--- config.mk ---
export PLATFORM = sky130hd
export DESIGN_NAME = load_align_unit
export DESIGN_NICKNAME = d
export VERILOG_FILES = /design/src/rtl/load_align_unit.sv
export SDC_FILE = /design/constraint.sdc
export NUM_CORES = 1
export LEC_CHECK = 0
export CAP_MARGIN = 20
export CORE_MARGIN = 4
export CORE_UTILIZATION = 40
export DETAILED_ROUTE_END_ITERATION = 10
export PLACE_DENSITY = 0.65
export RECOVER_POWER = 25
export SETUP_SLACK_MARGIN = 0.2
export SLEW_MARGIN = 20
export SYNTH_ARGS = -nofsm -noshare
export SYNTH_HDL_FRONTEND = slang
export SYNTH_SLANG_ARGS = --single-unit
--- constraint.sdc ---
create_clock -name clk -period 5 [get_ports clk]
set_clock_uncertainty 0.1 [all_clocks]
set_input_delay 0.5 -clock clk [delete_from_list [all_inputs] [get_ports clk]]
set_output_delay 0.5 -clock clk [all_outputs]
set_load 0.005 [all_outputs]
--- src/rtl/load_align_unit.sv ---
// Load-side alignment engine: issues one or two word reads for an arbitrarily aligned
// RISC-V load, merges the returned words, extends the result and returns a registered response.
module load_align_unit (
   input  logic        clk,
   input  logic        rst,
   input  logic        req_valid,
   output logic        req_ready,
   input  logic [31:0] req_addr,
   input  logic [2:0]  req_type,
   input  logic [4:0]  req_rd,
   output logic [31:0] mem_a,
   input  logic [31:0] mem_rd,
   output logic        resp_valid,
   output logic [31:0] resp_data,
   output logic [4:0]  resp_rd,
   output logic        resp_err
);

   typedef enum logic [1:0] {
      ST_IDLE = 2'd0,
      ST_RD0  = 2'd1,
      ST_RD1  = 2'd2
   } state_t;

   state_t      state_r;
   state_t      next_state_s;
   logic [31:0] addr_r;
   logic [2:0]  type_r;
   logic [4:0]  rd_r;
   logic [31:0] lo_r;
   logic        accept_s;
   logic        cross_s;
   logic        type_ok_s;

   function automatic logic type_valid(input logic [2:0] typ);
      case (typ)
         3'b000, 3'b001, 3'b010, 3'b100, 3'b101: type_valid = 1'b1;
         default:                                type_valid = 1'b0;
      endcase
   endfunction

   // A load crosses when its last byte lies in the next word; invalid types never do.
   function automatic logic crosses(input logic [1:0] ofs, input logic [2:0] typ);
      case (typ)
         3'b001, 3'b101: crosses = (ofs == 2'b11);
         3'b010:         crosses = (ofs != 2'b00);
         default:        crosses = 1'b0;
      endcase
   endfunction

   function automatic logic [31:0] extract(input logic [63:0] raw, input logic [1:0] ofs,
                                           input logic [2:0] typ);
      logic [31:0] sh;
      sh = 32'(raw >> {ofs, 3'b000});
      case (typ)
         3'b000:  extract = {{24{sh[7]}}, sh[7:0]};
         3'b001:  extract = {{16{sh[15]}}, sh[15:0]};
         3'b010:  extract = sh;
         3'b100:  extract = {24'h000000, sh[7:0]};
         3'b101:  extract = {16'h0000, sh[15:0]};
         default: extract = 32'h0000_0000;
      endcase
   endfunction

   assign accept_s  = req_valid && req_ready;
   assign cross_s   = crosses(addr_r[1:0], type_r);
   assign type_ok_s = type_valid(type_r);

   // State register.
   always_ff @(posedge clk) begin
      if (rst) begin
         state_r <= ST_IDLE;
      end else begin
         state_r <= next_state_s;
      end
   end

   // Next-state logic.
   always_comb begin
      next_state_s = state_r;
      case (state_r)
         ST_IDLE: begin
            if (accept_s) begin
               next_state_s = ST_RD0;
            end else begin
               next_state_s = ST_IDLE;
            end
         end
         ST_RD0: begin
            if (cross_s) begin
               next_state_s = ST_RD1;
            end else begin
               next_state_s = ST_IDLE;
            end
         end
         ST_RD1:  next_state_s = ST_IDLE;
         default: next_state_s = ST_IDLE;
      endcase
   end

   // RAM address and handshake; the first word address is driven in the accept cycle.
   always_comb begin
      req_ready = 1'b0;
      mem_a     = {addr_r[31:2], 2'b00};
      case (state_r)
         ST_IDLE: begin
            req_ready = !rst;
            mem_a     = {req_addr[31:2], 2'b00};
         end
         ST_RD0: begin
            if (cross_s) begin
               mem_a = {addr_r[31:2] + 30'd1, 2'b00};
            end else begin
               mem_a = {addr_r[31:2], 2'b00};
            end
         end
         ST_RD1:  mem_a = {addr_r[31:2], 2'b00};
         default: mem_a = {addr_r[31:2], 2'b00};
      endcase
   end

   // Request capture, low-word latch and registered response.
   always_ff @(posedge clk) begin
      if (rst) begin
         addr_r     <= 32'h0000_0000;
         type_r     <= 3'b000;
         rd_r       <= 5'd0;
         lo_r       <= 32'h0000_0000;
         resp_valid <= 1'b0;
         resp_data  <= 32'h0000_0000;
         resp_rd    <= 5'd0;
         resp_err   <= 1'b0;
      end else begin
         resp_valid <= 1'b0;
         case (state_r)
            ST_IDLE: begin
               if (accept_s) begin
                  addr_r <= req_addr;
                  type_r <= req_type;
                  rd_r   <= req_rd;
               end
            end
            ST_RD0: begin
               if (cross_s) begin
                  lo_r <= mem_rd;
               end else begin
                  resp_valid <= 1'b1;
                  resp_data  <= extract({32'h0000_0000, mem_rd}, addr_r[1:0], type_r);
                  resp_rd    <= rd_r;
                  resp_err   <= !type_ok_s;
               end
            end
            ST_RD1: begin
               resp_valid <= 1'b1;
               resp_data  <= extract({mem_rd, lo_r}, addr_r[1:0], type_r);
               resp_rd    <= rd_r;
               resp_err   <= 1'b0;
            end
            default: begin
               resp_valid <= 1'b0;
            end
         endcase
      end
   end

endmodule

==> flow_metrics.py <==
metrics = {
    "outcome": {
        "status": "finished with violations",
        "violations": "capacitance limit, slew limit",
    },
    "synth": {
        "synth.cell_area_um2": 6754,
        "synth_top_family_by_area": "compound AO/OA/AOI/OAI gates",
        "synth-seq-cells": 113,
        "syn_inst": 828,
        "yosysTopAreaCell": "dfxtp_1",
        "synthTopCellsByCount": "207 x nand2_1, 113 x dfxtp_1, 59 x o21ai_0",
        "async_reset_ff_share_pct": 0,
        "netlist_top_cells_area": "dfxtp_1 33%, nand2_1 12%, mux2_2 7.2%",
        "synthAdderAreaFrac_pct": 0.7410,
        "ys_warn_count": 0,
        "synth_edf_count": 0,
        "synthDistinctLibCells": 65,
        "yosys.cell_count.top_type": "nand2_1",
        "synth_compound_gate_area_share_pct": 23.82,
        "synth_ff_type": "dfxtp_1",
        "yosys-mux-area-fraction_pct": 15.51,
        "syn_area_per_cell_um2": 8.157,
        "ys_seq_area_share_pct": 33.49,
        "synth-simple-area-share_pct": 21.21,
        "synthXorXnorAreaFrac_pct": 0,
        "yosysTopAreaCellShare_pct": 33.49,
    },
    "power": {
        "pwr-share-comb_pct": 17.0,
        "p_sw_w": 0.0007252,
        "seqPwrFrac_pct": 35.8,
        "p_sw_share_pct": 26.28,
        "p_leak_nw": 3.306,
        "pwr_density_cell_nw_per_um2": 311.1,
        "p_clk_share_pct": 47.2,
        "irDropWorstVdd_uv": 251.8,
        "intPower_w": 0.002034,
    },
    "clock_tree": {
        "clock_sink_count": 113,
        "cts_tree": "yes",
        "cts_made_buffers": 17,
        "ctsResizeCount": 0,
        "root_buffer": "clkbuf_16",
        "clk_pin_slew_ps": 60,
        "insertion_delay_ps": 420,
        "cts_setup_buffers": 0,
        "cts_hold_buf": 0,
        "h-tree-depth": 4,
        "clockBufferDepth": 2,
    },
    "final_layout": {
        "nets": 1015,
        "syn_to_final_growth_pct": 31.33,
        "fillerInstances": 1599,
        "drive_gt1_share_pct": 12.33,
        "antenna_cells": 0,
    },
    "floorplanning": {
        "start_util_pct": 40.73,
        "die-height_um": 137.9,
        "die_x_um": 137.9,
        "ios": 147,
        "rows": 47,
        "die_area_um2": 19030,
        "coreArea_um2": 16580,
    },
    "placed_design": {
        "dpl.hpwl_um": 15330,
        "dp_slack_ps": 1560,
        "portBuffers": 144,
        "place_congestion": 0.9631,
    },
    "sta": {
        "fin_setup_tns_ps": 0,
        "rsz0062_at_grt": "false",
        "max_slew_margin_pct": -27.81,
        "setup_viol": 0,
        "slew_viol_final": 41,
        "period_minus_slack_ps": 4267,
        "worst_slack_ps": 732.6,
        "worst_pin_slew_ps": 1917,
        "fin_crit_sh_pct": 85.35,
        "hold_viol_final": 0,
        "fmax_mhz": 234.3,
    },
    "worst_setup_path": {
        "crit_required_ps": 4400,
        "startpoint": "type_r[1]",
        "crit_family": "simple AND/OR/NAND/NOR gates",
        "crit_arrival_ps": 3670,
        "path_max_fanout": 10,
        "max_stage_delay_ps": 820,
        "path_cells": "or3b_1 > o21ai_0 > nand2_1 > or4_1 > nand3_1 > clkdlybuf4s50_1",
        "crit_slowest_cell": "o21ai_0",
        "worst_setup_path_end_kind": "output port",
        "critPathBufInv": 1,
        "reg2reg_from": "addr_r[1]",
        "critPathLaunchType": "flop",
        "crit_type": "flop to output port",
    },
    "drt": {
        "avgRoutedWirePerCell_um": 18.58,
        "vias": 6804,
        "drc": 0,
        "drt_wl_total_um": 21720,
        "firstDrtPassIters": 5,
        "detail-route-antenna-nets": 0,
        "via_per_inst": 5.820,
        "drtIter0Drc": 606,
    },
    "run": {
        "maxCapViolations": 1,
    },
    "min_path": {
        "worstHoldStart": "lo_r[3]",
        "hold_class": "flop to flop",
    },
    "global_route": {
        "grtUsageTotal_pct": 22.82,
        "antenna_found_initial": 0,
        "grt_start_max_net_pins": 82,
        "grt_first_pass_wirelength_um": 34140,
        "grt.overflow.total": 0,
        "grt_pass1_vias": 6126,
    },
}
-- through the flow --
stage               utilization, %  cells  power (W)  hold WS, ps  cell area (um2)
CTS                          53.58   1169   0.002780        352.6             8885
floorplan                        -    829   0.001253        333.1             6758
global route                 53.49   1169   0.002867        371.4             8870
finish                       53.49   1169   0.002760        353.4             8870
global placement             49.74   1137   0.001475        341.2             8248
detailed placement           49.74   1137   0.001477        345.3             8248
-- layer usage --
layer  up-vias  global-route usage (%)  wire (um)  part of all wire [%]
met5         -                       0          0                     0
met2       287                   31.62       9143                    42
met4         0                   6.696        345                   1.6
met1      3238                   35.03      10430                    48
li1       3248                       -          -                     -
met3        31                   5.116       1793                   8.3
-- power by group through the flow --
stage / clock network (W) / registers (W) / logic, W
after floorplan: 0 / 0.000994 / 0.000259
after global placement: 0 / 0.00101 / 0.000469
after detailed placement: 0 / 0.00101 / 0.000470
after CTS: 0.00132 / 0.000988 / 0.000473
after global routing: 0.00137 / 0.000995 / 0.000506
final: 0.00130 / 0.000988 / 0.000470
-- state kept, by name, summed over array words and instances, names as in the netlist, 2 cells and up --
signal,flops
resp_data,32
lo_r,32
addr_r,32
type_r,3
rd_r,5
state_r,2
resp_rd,5
-- placed cells by master, fill, tap and decap left out, types with 11 or more instances in the layout --
cell type	n
dlygate4sd3_1	39
a22oi_1	38
nor2_1	33
mux2i_1	27
a32o_1	16
a21oi_1	47
mux4_2	13
o211ai_1	17
o21ai_0	60
clkdlybuf4s50_1	104
o311ai_0	11
nand2_1	207
dfxtp_1	111
clkbuf_16	17
mux2_2	43
nand3_1	19
-- worst min-delay path: cells and delay by family, from the launching register on --
kind	cells	cell delay, ps
flops	1	300
compound gates	1	50
simple gates	1	50
-- cell type report --
class / count / area (um2) / share of cell area [%]
sequential: 113 / 2265 / 25.53
clock buffer: 19 / 452.9 / 5.106
timing repair buffer: 155 / 1515 / 17.08
inverter: 11 / 41.29 / 0.4655
tap: 220 / 275.3 / 3.103
multi-input combinational: 638 / 4136 / 46.64
clock inverter: 13 / 183.9 / 2.074
-- logic make-up (layout without fill, tap and decap cells) --
group,Yosys count,after routing
buffers and inverters,78,198
muxes,83,83
adders and majority gates,4,4
and+or+nand+nor,316,316
other,1,2
DFF,113,113
AOI/OAI and AO/OA,233,233
-- path summary, 6_finish.rpt --
check                        to  slack [ps]  cells past startpoint
hold / removal          lo_r[3]         350                      2
setup / recovery      mem_a[22]         730                      6
setup reg to reg  resp_data[25]        1880                      6
hold reg to reg         lo_r[3]         350                      2
No activity file was read; power rests on OpenSTA's default activity.
